--- src/rtl/am_lock_fsm_pkg.sv ---
// ============================================================================
// Module   : am_lock_fsm_pkg
// Purpose  : Shared definitions for the per-lane alignment-marker lock logic:
//            state encodings, default AM period / miss limit, and the lane-ID
//            priority encoder (also used by the deskew stage).
// Revision : 1.0 - initial release
// ============================================================================
`default_nettype none

package am_lock_fsm_pkg;

    localparam int C_N_ALIGNER   = 20;
    localparam int C_NB_LANE_ID  = 5;
    localparam int C_N_BLOCKS    = 16384;
    localparam int C_NB_COUNTER  = 14;
    localparam int C_MAX_INVALID = 4;
    localparam int C_NB_INV      = 3;

    typedef enum logic [1:0] {
        ST_INIT     = 2'd0,
        ST_WAIT_1ST = 2'd1,
        ST_WAIT_2ND = 2'd2,
        ST_LOCKED   = 2'd3
    } am_state_t;

    // Index of the lowest set bit; a multi-hot vector resolves to the lowest
    // lane, an all-zero vector encodes as lane 0.
    function automatic logic [C_NB_LANE_ID-1:0] am_lane_encode(
        input logic [C_N_ALIGNER-1:0] vec
    );
        logic [C_NB_LANE_ID-1:0] idx;
        idx = '0;
        for (int i = C_N_ALIGNER - 1; i >= 0; i--) begin
            if (vec[i]) begin
                idx = C_NB_LANE_ID'(i);
            end
        end
        return idx;
    endfunction

endpackage

`default_nettype wire

--- src/rtl/am_lock_fsm_period_timer.sv ---
// ============================================================================
// Module   : am_period_timer
// Purpose  : Valid-block counter marking the expected AM position. Counts
//            0..N_BLOCKS-1 on each enabled block and wraps to 0 on the block
//            where o_done is high, so it never exceeds N_BLOCKS-1.
// Revision : 1.0 - initial release
// ============================================================================
`default_nettype none

module am_period_timer #(
    parameter int N_BLOCKS   = 16384,
    parameter int NB_COUNTER = 14
) (
    input  logic i_clock,
    input  logic i_reset,
    input  logic i_clear,
    input  logic i_enable,
    output logic o_done
);

    localparam logic [NB_COUNTER-1:0] C_LAST = NB_COUNTER'(N_BLOCKS - 1);

    logic [NB_COUNTER-1:0] r_count;

    // Done is decoded purely from the register so the comparator loop stays
    // free of combinational paths.
    assign o_done = (r_count == C_LAST);

    // Block counter: clear has priority, then count with wrap at the AM slot.
    always_ff @(posedge i_clock or negedge i_reset) begin
        if (!i_reset) begin
            r_count <= '0;
        end else if (i_clear) begin
            r_count <= '0;
        end else if (i_enable) begin
            r_count <= o_done ? '0 : r_count + NB_COUNTER'(1);
        end
    end

endmodule

`default_nettype wire

--- src/rtl/am_lock_fsm.sv ---
// ============================================================================
// Module   : am_lock_fsm
// Purpose  : Per-lane alignment-marker lock FSM for the 100GbE PCS receive
//            path. Drives the AM comparator masks/timer flag, acquires and
//            holds AM lock, reports lane ID and emits per-AM strobes.
// Revision : 1.0 - initial release
// ============================================================================
`default_nettype none

module am_lock_fsm
    import am_lock_fsm_pkg::*;
#(
    parameter int N_ALIGNER   = C_N_ALIGNER,
    parameter int NB_LANE_ID  = C_NB_LANE_ID,
    parameter int N_BLOCKS    = C_N_BLOCKS,
    parameter int NB_COUNTER  = C_NB_COUNTER,
    parameter int MAX_INVALID = C_MAX_INVALID,
    parameter int NB_INV      = C_NB_INV
) (
    input  logic                  i_clock,
    input  logic                  i_reset,
    input  logic                  i_valid,
    input  logic                  i_block_lock,
    input  logic                  i_am_match,
    input  logic [N_ALIGNER-1:0]  i_match_vector,
    output logic                  o_enable_mask,
    output logic                  o_timer_done,
    output logic [N_ALIGNER-1:0]  o_match_mask,
    output logic                  o_am_lock,
    output logic [NB_LANE_ID-1:0] o_lane_id,
    output logic                  o_am_strobe,
    output logic                  o_lock_lost
);

    // Invalid count value at which one more miss drops lock.
    localparam logic [NB_INV-1:0] C_LAST_MISS = NB_INV'(MAX_INVALID - 1);

    am_state_t             r_state;
    logic [N_ALIGNER-1:0]  r_expected;
    logic [NB_LANE_ID-1:0] r_lane_id;
    logic [NB_INV-1:0]     r_invalid;
    logic                  r_strobe;
    logic                  r_lost;

    am_state_t             w_state_next;
    logic [N_ALIGNER-1:0]  w_expected_next;
    logic [NB_LANE_ID-1:0] w_lane_id_next;
    logic [NB_INV-1:0]     w_invalid_next;
    logic                  w_strobe_next;
    logic                  w_lost_next;
    logic                  w_enable_mask;
    logic [N_ALIGNER-1:0]  w_match_mask;
    logic                  w_tracking;
    logic                  w_first_am;
    logic                  w_period_end;
    logic [N_ALIGNER-1:0]  w_lowest_hit;
    logic [NB_LANE_ID-1:0] w_hit_lane;

    // Isolate the lowest set bit (two's-complement trick) and encode it.
    assign w_lowest_hit = i_match_vector & (~i_match_vector + N_ALIGNER'(1));
    assign w_hit_lane   = NB_LANE_ID'(am_lane_encode(C_N_ALIGNER'(i_match_vector)));

    assign w_first_am   = (r_state == ST_WAIT_1ST) && i_valid && i_am_match;

    am_period_timer #(
        .N_BLOCKS   (N_BLOCKS),
        .NB_COUNTER (NB_COUNTER)
    ) u_timer (
        .i_clock  (i_clock),
        .i_reset  (i_reset),
        .i_clear  (!i_block_lock || w_first_am),
        .i_enable (i_valid && w_tracking),
        .o_done   (w_period_end)
    );

    // State and registered decision outputs.
    always_ff @(posedge i_clock or negedge i_reset) begin
        if (!i_reset) begin
            r_state    <= ST_INIT;
            r_expected <= '0;
            r_lane_id  <= '0;
            r_invalid  <= '0;
            r_strobe   <= 1'b0;
            r_lost     <= 1'b0;
        end else begin
            r_state    <= w_state_next;
            r_expected <= w_expected_next;
            r_lane_id  <= w_lane_id_next;
            r_invalid  <= w_invalid_next;
            r_strobe   <= w_strobe_next;
            r_lost     <= w_lost_next;
        end
    end

    // Next-state and comparator-facing outputs; block-lock loss overrides all.
    always_comb begin
        w_state_next    = r_state;
        w_expected_next = r_expected;
        w_lane_id_next  = r_lane_id;
        w_invalid_next  = r_invalid;
        w_strobe_next   = 1'b0;
        w_lost_next     = 1'b0;
        w_enable_mask   = 1'b0;
        w_match_mask    = '0;
        w_tracking      = 1'b0;

        case (r_state)
            ST_INIT: begin
                if (i_valid) begin
                    w_state_next = ST_WAIT_1ST;
                end
            end

            ST_WAIT_1ST: begin
                w_enable_mask = 1'b1;
                w_match_mask  = '1;
                if (i_valid && i_am_match) begin
                    w_expected_next = w_lowest_hit;
                    w_lane_id_next  = w_hit_lane;
                    w_state_next    = ST_WAIT_2ND;
                end
            end

            ST_WAIT_2ND: begin
                w_match_mask = r_expected;
                w_tracking   = 1'b1;
                if (i_valid && w_period_end) begin
                    if (i_am_match) begin
                        w_state_next   = ST_LOCKED;
                        w_invalid_next = '0;
                    end else begin
                        w_state_next = ST_WAIT_1ST;
                    end
                end
            end

            ST_LOCKED: begin
                w_match_mask = r_expected;
                w_tracking   = 1'b1;
                if (i_valid && w_period_end) begin
                    if (i_am_match) begin
                        w_invalid_next = '0;
                        w_strobe_next  = 1'b1;
                    end else if (r_invalid == C_LAST_MISS) begin
                        w_invalid_next = '0;
                        w_lost_next    = 1'b1;
                        w_state_next   = ST_WAIT_1ST;
                    end else begin
                        w_invalid_next = r_invalid + NB_INV'(1);
                    end
                end
            end

            default: begin
                w_state_next = ST_INIT;
            end
        endcase

        if (!i_block_lock) begin
            w_state_next   = ST_INIT;
            w_invalid_next = '0;
            w_strobe_next  = 1'b0;
            w_lost_next    = 1'b0;
        end
    end

    assign o_enable_mask = w_enable_mask;
    assign o_match_mask  = w_match_mask;
    assign o_timer_done  = w_period_end && w_tracking;
    assign o_am_lock     = (r_state == ST_LOCKED);
    assign o_lane_id     = r_lane_id;
    assign o_am_strobe   = r_strobe;
    assign o_lock_lost   = r_lost;

endmodule

`default_nettype wire

--- config.mk ---
export PLATFORM = sky130hd
export DESIGN_NAME = am_lock_fsm
export DESIGN_NICKNAME = d
export VERILOG_FILES = /design/src/rtl/am_lock_fsm_pkg.sv /design/src/rtl/am_lock_fsm_period_timer.sv /design/src/rtl/am_lock_fsm.sv
export SDC_FILE = /design/constraint.sdc
export NUM_CORES = 1
export LEC_CHECK = 0
export ABC_AREA = 1
export CORE_ASPECT_RATIO = 0.75
export CORE_MARGIN = 2
export CORE_UTILIZATION = 56
export DETAILED_ROUTE_END_ITERATION = 10
export PLACE_DENSITY = 0.86
export RECOVER_POWER = 50
export SLEW_MARGIN = 0
export SYNTH_ARGS = -nofsm -noshare
export SYNTH_HDL_FRONTEND = slang
export SYNTH_SLANG_ARGS = --single-unit
--- constraint.sdc ---
create_clock -name i_clock -period 4.71 [get_ports i_clock]
set_input_delay 0.7065 -clock i_clock [delete_from_list [all_inputs] [get_ports i_clock]]
set_output_delay 0.7065 -clock i_clock [all_outputs]
set_load 0.02 [all_outputs]
==> results of run 1 <==
==> final timing paths <==
| kind | start | endpoint | slack [ns] | cells past startpoint |
|---|---|---|---|---|
| worst max-delay path | r_state[1] | u_timer.r_count[7] | 1.21 | 11 |
| worst min-delay path | o_lane_id[4] | o_lane_id[4] | 0.48 | 2 |
| worst max register to register | r_state[1] | u_timer.r_count[7] | 1.21 | 11 |
| worst min register to register | o_lane_id[4] | o_lane_id[4] | 0.48 | 2 |
| max in group asynchronous | i_reset | r_invalid[0] | 2.16 | 1 |
| min in group asynchronous | i_reset | u_timer.r_count[6] | 1.16 | 1 |
==> flip-flops by register name, summed over array words and instances (netlist names) <==
signal           count
o_am_strobe          1
o_lock_lost          1
r_invalid            3
r_state              2
o_lane_id            5
r_expected          20
u_timer.r_count     14
==> power breakdown <==
| part | internal (uW) | switching (uW) |
|---|---|---|
| clock network | 159 | 131 |
| logic | 265 | 378 |
| registers | 441 | 29.0 |
==> per-layer routing <==
layer | global-route usage [%] | vias up
met5 | 0 | -
met4 | 7.74 | 0
met3 | 5.35 | 8
met2 | 37.7 | 109
met1 | 36.6 | 1166
li1 | - | 1250
==> worst register-to-register path: stages (launching register included) <==
cell and delay (ns):
dfrtp_1 0.51, inv_1 0.38, ha_1 0.27, inv_1 0.10
nor2_1 0.87, inv_2 0.44, nand2_2 0.18, nor2_2 0.12
nor2_1 0.22, nand2_1 0.09, xor2_1 0.15, nor2_1 0.10
==> metrics by stage <==
| stage | instance area (um2) | cells | util, % | power (uW) |
|---|---|---|---|---|
| after floorplan | 2730 | 357 | - | 818 |
| after global placement | 3280 | 457 | 71.7 | 1120 |
| after detailed placement | 3280 | 457 | 71.7 | 1120 |
| after CTS | 3380 | 465 | 74.0 | 1420 |
| after global routing | 3370 | 465 | 73.6 | 1490 |
| final | 3370 | 465 | 73.6 | 1400 |
==> cell type report <==
class	instances	area, um2
Multi-Input combinational cell	245	1300
Clock buffer	7	76.3
Fill cell	367	1210
Clock inverter	1	30.0
Tap cell	57	71.3
Inverter	55	206
Sequential cell	46	1150
Timing Repair Buffer	54	534
==> cell families (layout without fill, tap and decap cells) <==
| group | count (synthesis) | in the layout | synth area share [%] |
|---|---|---|---|
| AND/OR/NAND/NOR | 174 | 174 | 30.1 |
| buffers and inverters | 66 | 117 | 9.63 |
| AO/OA/AOI/OAI | 58 | 58 | 13.1 |
| flip-flops | 46 | 46 | 42.2 |
| XOR/XNOR | 7 | 7 | 2.25 |
| adder cells (fa/ha/maj) | 6 | 6 | 2.75 |
==> cell usage in the layout (no fill, tap or decap) <==
cell type and count:
o41ai_2 3, o31ai_1 2, o32ai_1 2, nand3_2 2, nor2_1 46, clkbuf_8 5, a22oi_1 1, o22ai_1 4
nand4_1 7, bufinv_16 1, clkbuf_1 3, nand2_2 3, o41ai_1 1, nand3_1 18, o21ai_0 32, or2_2 3
inv_1 52, nor3_1 5, nor2_4 2, o211ai_1 2, a21oi_1 8, nor3_4 1, a31oi_1 3, inv_2 3
clkdlybuf4s50_1 46, xor2_1 5, ha_1 6, dlygate4sd3_1 7, nor2_2 3, nand2_1 79, xnor2_1 2, nor4_2 1
nand4_2 2, dfrtp_1 46, nand2_4 2
==> results.json, run 1 <==
{
  "synth_edf_count": 0,
  "maxSlewViolCount": 47,
  "fmax_mhz": 285,
  "numCtsBuffers": 5,
  "max_slew_margin_pct": -64.5,
  "synth_most_common_cell": "nand2_1",
  "synth_flop_cell": "dfrtp_1",
  "die_x_um": 84.6,
  "pwr_density_cell_nw_per_um2": 417,
  "syn2layout_area_growth_pct": 23.4,
  "syn_nets": 388,
  "worstPathArrival_ns": 3.74,
  "ctsHoldBuffers": 0,
  "crit_path_top_delay_cell": "nor2_1",
  "synth.distinct_cells": 32,
  "yosysTopAreaCell": "dfrtp_1",
  "fin_crit_sh_pct": 74.4,
  "grt_pass1_vias": 2347,
  "avgSynthCellArea_um2": 7.64,
  "viasPerCell": 5.45,
  "ioPinCount": 55,
  "diodes": 0,
  "holdWs_ns": 0.484,
  "ys_warn_count": 0,
  "async_flop_share_pct": 100,
  "met1_length_mm": 3.03,
  "clock_skew_ns": 0.00870,
  "wire_per_inst_um": 13.9,
  "ys_ff_latch": 46,
  "yosysTopAreaCellShare_pct": 42.2,
  "ant_nets": 0,
  "grt_pass1_wl_mm": 10.9,
  "grt_setup_unrepaired": "false",
  "netlist_area_um2": 2730,
  "ys_seq_area_share_pct": 42.2,
  "path_clk_slew_ns": 0.09,
  "antenna_found_initial": 0,
  "yosys-top-cells-count": "79 x nand2_1, 52 x inv_1, 46 x dfrtp_1",
  "wl_met3_um": 456,
  "fp-row-count": 21,
  "outcome": "complete, but fails checks",
  "finalSetupViolations": 0,
  "violations": "max-capacitance violations, max-slew violations",
  "core-area_um2": 4570,
  "routed.top_layer": "met4",
  "layout.nets": 438,
  "synth_area_leaders": "dfrtp_1 42%, nand2_1 11%, inv_1 7.2%",
  "hpwl_mm": 4.78,
  "critPathTopFamily": "simple AND/OR/NAND/NOR gates",
  "maxCapViolCount": 1,
  "cts_root_buf": "clkbuf_8",
  "route.met2.wl_mm": 2.89,
  "initial_core_util_pct": 59.7,
  "worstSkewPairLatency_ns": 0.30,
  "cts_sinks": 46,
  "drc": 0,
  "crit_top_cell": "nor2_1",
  "drive_gt1_share_pct": 7.60,
  "grt_use_total_pct": 25.1,
  "leakagePower_uw": 0.00157,
  "ir_worst_vdd_mv": 0.273,
  "cts_resized": 0,
  "worstMarginPinSlew_ns": 2.47,
  "grt_remaining_overflow": 0,
  "critPathMaxFanout": 21,
  "grt_max_degree": 47,
  "cp-end-kind": "flip-flop",
  "setup_ws_ns": 1.21,
  "required_ns": 4.94,
  "path_cells": "inv_1 -> ha_1 -> inv_1 -> nor2_1 -> inv_2 -> nand2_2 -> nor2_2 -> nor2_1 -> nand2_1 -> xor2_1 -> nor2_1",
  "die_y_um": 64.4,
  "routed-via-count": 2533,
  "critPathBufInv": 3,
  "globalplace.congestion": 0.865,
  "post_cts_buffers": 0,
  "hold_violations": 0,
  "cts_tree": "built",
  "slowest_delay_ns": 0.87,
  "clock_path_buffers": 2,
  "drtIter0Drc": 209,
  "setup_tns_ns": 0,
  "post-place-ws_ns": 1.73,
  "worst_hold_path_type": "reg2reg",
  "period_minus_slack_ns": 3.50,
  "syn_inst": 357,
  "drt_first_pass_iters": 5,
  "wirelength_mm": 6.46,
  "critPathKind": "reg2reg",
  "worstSetupStartpointType": "flip-flop",
  "dieArea_um2": 5450,
  "h-tree-depth": 2,
  "port_buffers": 54
}
(Power assumes the default switching activity.)
==> run 2, diff against run 1 <==
--- a/config.mk
+++ b/config.mk
@@ -8,9 +8,9 @@
 export ABC_AREA = 1
 export CORE_ASPECT_RATIO = 0.75
 export CORE_MARGIN = 2
-export CORE_UTILIZATION = 56
+export CORE_UTILIZATION = 47
 export DETAILED_ROUTE_END_ITERATION = 10
-export PLACE_DENSITY = 0.86
+export PLACE_DENSITY = 0.77
 export RECOVER_POWER = 50
 export SLEW_MARGIN = 0
 export SYNTH_ARGS = -nofsm -noshare
==> constraint.sdc (replaced) <==
create_clock -name i_clock -period 2.89 [get_ports i_clock]
set_input_delay 0.4335 -clock i_clock [delete_from_list [all_inputs] [get_ports i_clock]]
set_output_delay 0.4335 -clock i_clock [all_outputs]
set_load 0.02 [all_outputs]
==> run 2 against run 1 <==
Effect of this change: the flow still finishes with violations (max-capacitance violations, max-slew violations); count of clock-buffer cells in the layout shrank 1; final cell count grew 4.9%; sequential cell count is the same; cell area grew 2.3%; non-clock buffer count grew 6; critical path depth shrank 6; clock skew is essentially flat; clock power grew 71%; critical endpoint is now o_match_mask[0]; largest power group unchanged.
==> results.json, run 2 (synthesized netlist as in run 1, its figures left out) <==
{
  "h-tree-depth": 2,
  "worstMarginPinSlew_ns": 2.45,
  "leakagePower_uw": 0.00161,
  "max_slew_margin_pct": -63.0,
  "ir_worst_vdd_mv": 0.474,
  "drt_first_pass_iters": 4,
  "fillers": 512,
  "fmax_mhz": 389,
  "ant_nets": 0,
  "power.switching_uw": 880,
  "hpwl_mm": 4.78,
  "layout.nets": 444,
  "required_ns": 2.46,
  "maxCapViolCount": 1,
  "largest-register": "r_expected",
  "maxSlewViolCount": 47,
  "worstSkewPairLatency_ns": 0.30,
  "initial_core_util_pct": 49.9,
  "fp-row-count": 23,
  "violations": "max-capacitance violations, max-slew violations",
  "pwr-share-comb_pct": 46.3,
  "worstSetupStartpointType": "flip-flop",
  "ioPinCount": 55,
  "critPathMaxFanout": 20,
  "largest_reg_flops": 20,
  "wirelength_mm": 6.40,
  "critPathKind": "reg2out",
  "min_path_cells": 2,
  "drtIter0Drc": 167,
  "internal_power_uw": 1450,
  "grt_setup_unrepaired": "false",
  "grt_pass1_vias": 2444,
  "final_cell_mix": "79 x nand2_1, 52 x inv_1, 46 x dfrtp_1, 45 x clkdlybuf4s50_1, 44 x nor2_1",
  "grt_use_total_pct": 21.1,
  "setup_tns_ns": 0,
  "final_common_cell": "nand2_1",
  "cts_root_buf": "clkbuf_8",
  "p_clk_share_pct": 21.2,
  "worstPathArrival_ns": 2.14,
  "core-area_um2": 5470,
  "seq_power_share_pct": 32.4,
  "die_x_um": 92.0,
  "antenna_found_initial": 0,
  "power_uw": 2330,
  "diodes": 0,
  "wire_per_inst_um": 13.1,
  "clock_skew_ns": 0.00917,
  "fin_cells": 488,
  "cts_sinks": 46,
  "viasPerCell": 5.12,
  "port_buffers": 54,
  "r2r_cells": 7,
  "hold_violations": 0,
  "numCtsBuffers": 5,
  "routed-via-count": 2500,
  "clock_path_buffers": 2,
  "cts_tree": "built",
  "fin_crit_sh_pct": 89.0,
  "drive_gt1_share_pct": 9.20,
  "cp-end-kind": "output port",
  "dp_cells": 481,
  "drc": 0,
  "path_clk_slew_ns": 0.09,
  "post_cts_buffers": 0,
  "grt_max_degree": 47,
  "grt_remaining_overflow": 0,
  "p_sw_share_pct": 37.8,
  "globalplace.congestion": 0.871,
  "worst_hold_path_type": "reg2reg",
  "die_y_um": 70.0,
  "dieArea_um2": 6440,
  "pwr_density_cell_nw_per_um2": 677,
  "grt_pass1_wl_mm": 11.0,
  "period_minus_slack_ns": 2.57,
  "syn2layout_area_growth_pct": 26.2,
  "finalSetupViolations": 0,
  "outcome": "complete, but fails checks"
}
run 2: cell types whose count changed in the layout (fill, tap and decap cells not counted):
cell | before | now
buf_4 | 0 | 5
clkbuf_8 | 5 | 6
nor2_1 | 46 | 44
dlymetal6s2s_1 | 0 | 1
nand4_1 | 7 | 8
clkdlybuf4s50_1 | 46 | 45
nor2_2 | 3 | 4
nor2_4 | 2 | 3
nand4_2 | 2 | 1
clkbuf_1 | 3 | 2
run 2: worst paths after layout:
check,start,endpoint,slack [ns]
min in group asynchronous,i_reset,u_timer.r_count[9],0.87
worst max register to register,r_state[1],r_expected[7],0.55
worst min-delay path,o_lane_id[4],o_lane_id[4],0.49
worst max-delay path,r_state[1],o_match_mask[0],0.32
max in group asynchronous,i_reset,r_invalid[0],0.63
worst min register to register,o_lane_id[4],o_lane_id[4],0.49
run 2: what timing repair did:
| action | 4_1_cts | 5_1_grt |
|---|---|---|
| gates resized for setup | 0 | 1 |
| setup endpoints to repair | 0 | 1 |
| hold buffers | 0 | 0 |
run 2: metal layers:
metal | track usage [%] | part of all wire (%) | vias to the layer above
met5 | 0 | 0 | -
met4 | 6.14 | 1.0 | 0
met3 | 4.75 | 4.3 | 9
met2 | 31.9 | 45 | 59
met1 | 30.2 | 50 | 1176
li1 | - | - | 1256
run 2: power by group through the flow:
| stage | clock network, uW | logic (uW) | registers (uW) |
|---|---|---|---|
| global route | 531 | 1170 | 765 |
| detailed placement | 0 | 1100 | 767 |
| floorplan | 0 | 552 | 782 |
| CTS | 499 | 1100 | 755 |
| finish | 495 | 1080 | 755 |
| global placement | 0 | 1090 | 766 |
run 2: through the flow:
stage	area (um2)	utilization [%]	hold WS, ns	setup slack [ns]
6_report	3440	63.0	0.489	0.317
5_1_grt	3440	63.0	0.510	0.108
4_1_cts	3460	63.2	0.345	0.0180
3_5_place_dp	3350	61.2	0.471	0.360
3_3_place_gp	3350	61.2	0.461	0.451
2_1_floorplan	2730	-	0.138	0.589
run 2: worst max-delay path, stage by stage (launching register included):
cell and delay, ns:
dfrtp_1 0.39, inv_1 0.36, nand2_1 0.09, buf_4 0.22
o21ai_0 0.12, clkdlybuf4s50_1 0.64
run 2: cell type report:
type / instances / area (um2) / share of cell area [%]
multi-input cells: 245 / 1300 / 37.8
clock inverters: 1 / 30.0 / 0.872
flip-flops and latches: 46 / 1150 / 33.4
clock buffers: 6 / 82.6 / 2.40
well taps: 75 / 93.8 / 2.73
repair buffers: 60 / 578 / 16.8
inverters: 55 / 206 / 6.00
==> run 3, diff against run 2 <==
==> constraint.sdc (replaced) <==
create_clock -name i_clock -period 2.89 [get_ports i_clock]
set_input_delay 0.289 -clock i_clock [delete_from_list [all_inputs] [get_ports i_clock]]
set_output_delay 0.289 -clock i_clock [all_outputs]
set_load 0.02 [all_outputs]
==> run 3 against run 2 <==
Effect of this change: the flow still finishes with violations (max-capacitance violations, max-slew violations); first-iteration DRC count decreased by 7.2%; largest cell class unchanged; hold slack improved by 0.0055 ns; die area unchanged; critical path depth increased by 5; setup slack got worse by 0.12 ns; critical path type unchanged; cell area decreased by 0.95%; final cell count decreased by 0.20%.
==> results.json, run 3 (synthesized netlist as in run 1, its figures left out) <==
{
  "ioPinCount": 55,
  "r2r-end": "r_expected[3]",
  "ctsHoldBuffers": 0,
  "drt_first_pass_iters": 4,
  "initial_core_util_pct": 49.9,
  "diodes": 0,
  "worstMarginPinSlew_ns": 2.41,
  "layout.nets": 442,
  "worst_hold_path_type": "reg2reg",
  "wire_per_inst_um": 12.8,
  "timing.rr.start": "r_state[1]",
  "drtIter0Drc": 155,
  "h-tree-depth": 2,
  "grt_use_total_pct": 20.5,
  "cp-end-kind": "output port",
  "hold_violations": 0,
  "drc": 0,
  "viasPerCell": 5.14,
  "wirelength_mm": 6.24,
  "finalSetupViolations": 0,
  "post_cts_buffers": 0,
  "core-area_um2": 5470,
  "clock_skew_ns": 0.00890,
  "drive_gt1_share_pct": 8.74,
  "cts_resized": 0,
  "worstPathArrival_ns": 2.41,
  "grt_use_met2_pct": 30.1,
  "critPathKind": "reg2out",
  "hpwl_mm": 4.72,
  "routed-via-count": 2502,
  "r2r_cells": 11,
  "largest_reg_flops": 20,
  "max_slew_margin_pct": -60.6,
  "min_path_cells": 2,
  "gr-usage-met3_pct": 2.91,
  "grt_pass1_vias": 2329,
  "pwr_density_cell_nw_per_um2": 655,
  "cts_tree": "built",
  "use_met1_pct": 31.7,
  "grt_max_degree": 47,
  "required_ns": 2.60,
  "worstSetupStartpointType": "flip-flop",
  "ant_nets": 0,
  "period_minus_slack_ns": 2.69,
  "path_clk_slew_ns": 0.09,
  "ir_worst_vdd_mv": 0.485,
  "antenna_found_initial": 0,
  "outcome": "complete, but fails checks",
  "leakagePower_uw": 0.00158,
  "fmax_mhz": 371,
  "grt_setup_unrepaired": "false",
  "final_cell_mix": "79 x nand2_1, 52 x inv_1, 46 x clkdlybuf4s50_1, 46 x dfrtp_1, 44 x nor2_1",
  "die_y_um": 70.0,
  "largest-register": "r_expected",
  "hold_start": "r_expected[15]",
  "holdWs_ns": 0.494,
  "fp-row-count": 23,
  "syn2layout_area_growth_pct": 25.0,
  "post-place-ws_ns": 0.517,
  "cts_sinks": 46,
  "setup_ws_ns": 0.196,
  "numCtsBuffers": 5,
  "worstSkewPairLatency_ns": 0.30,
  "clock_path_buffers": 2,
  "grt_remaining_overflow": 0,
  "grt-busiest-layer": "met1",
  "setup_tns_ns": 0,
  "reg2reg_slack_ns": 0.42,
  "globalplace.congestion": 0.918,
  "maxSlewViolCount": 47,
  "port_buffers": 54,
  "dieArea_um2": 6440,
  "cts_root_buf": "clkbuf_8",
  "fin_crit_sh_pct": 93.2,
  "critPathMaxFanout": 6,
  "maxCapViolCount": 1,
  "grt_pass1_wl_mm": 10.8,
  "final_common_cell": "nand2_1",
  "die_x_um": 92.0,
  "hold_end": "r_expected[15]",
  "violations": "max-capacitance violations, max-slew violations"
}
run 3: changes by cell type in the layout (fill, tap and decap cells not counted), sizes merged:
| cell | before | now |
|---|---|---|
| bufinv | 1 | 0 |
| buf | 5 | 3 |
| inv | 55 | 54 |
| dlymetal6s2s | 1 | 0 |
| clkinv | 0 | 2 |
| clkbuf | 8 | 9 |
| clkdlybuf4s50 | 45 | 46 |
run 3: how the worst max path moves through the flow:
stage	start	end
after global placement	u_timer.r_count[0]	o_timer_done
after detailed placement	r_state[1]	u_timer.r_count[6]
after global routing	u_timer.r_count[0]	o_timer_done
final	u_timer.r_count[0]	o_timer_done
after CTS	u_timer.r_count[0]	o_timer_done
after floorplan	r_state[1]	u_timer.r_count[9]
run 3: final cells by class:
type | instances | area (um2)
Fill cell | 495 | 2060
Multi-Input combinational cell | 245 | 1310
Sequential cell | 46 | 1150
Timing Repair Buffer | 58 | 561
Inverter | 55 | 206
Tap cell | 75 | 93.8
Clock buffer | 7 | 86.3
Clock inverter | 1 | 5.00
run 3: routing by layer:
metal / wire, um / share of wire, %
met3: 294 / 4.7
met1: 3230 / 52
met5: 0 / 0
met4: 61 / 0.98
met2: 2660 / 43
run 3: power breakdown:
| part | internal [uW] | switching (uW) | leakage, uW |
|---|---|---|---|
| clock network | 193 | 215 | 0.0000482 |
| registers | 718 | 47.6 | 0.000632 |
| logic | 448 | 610 | 0.000897 |
run 3: through the flow:
| stage | power [uW] | std cells | cell area (um2) | util [%] |
|---|---|---|---|---|
| after floorplan | 1330 | 357 | 2730 | - |
| after global placement | 1840 | 479 | 3330 | 60.9 |
| after detailed placement | 1850 | 479 | 3330 | 60.9 |
| after CTS | 2260 | 487 | 3420 | 62.6 |
| after global routing | 2380 | 487 | 3410 | 62.4 |
| final | 2230 | 487 | 3410 | 62.4 |
run 3: critical path, stage by stage (launching register included):
cell and delay [ns]:
dfrtp_1 0.39, ha_1 0.21, nand2_1 0.08, nor2_2 0.14
inv_2 0.07, nor2_4 0.12, nand4_2 0.13, nor2_4 0.18
nand3_1 0.09, nor2_1 0.10, clkdlybuf4s50_1 0.61
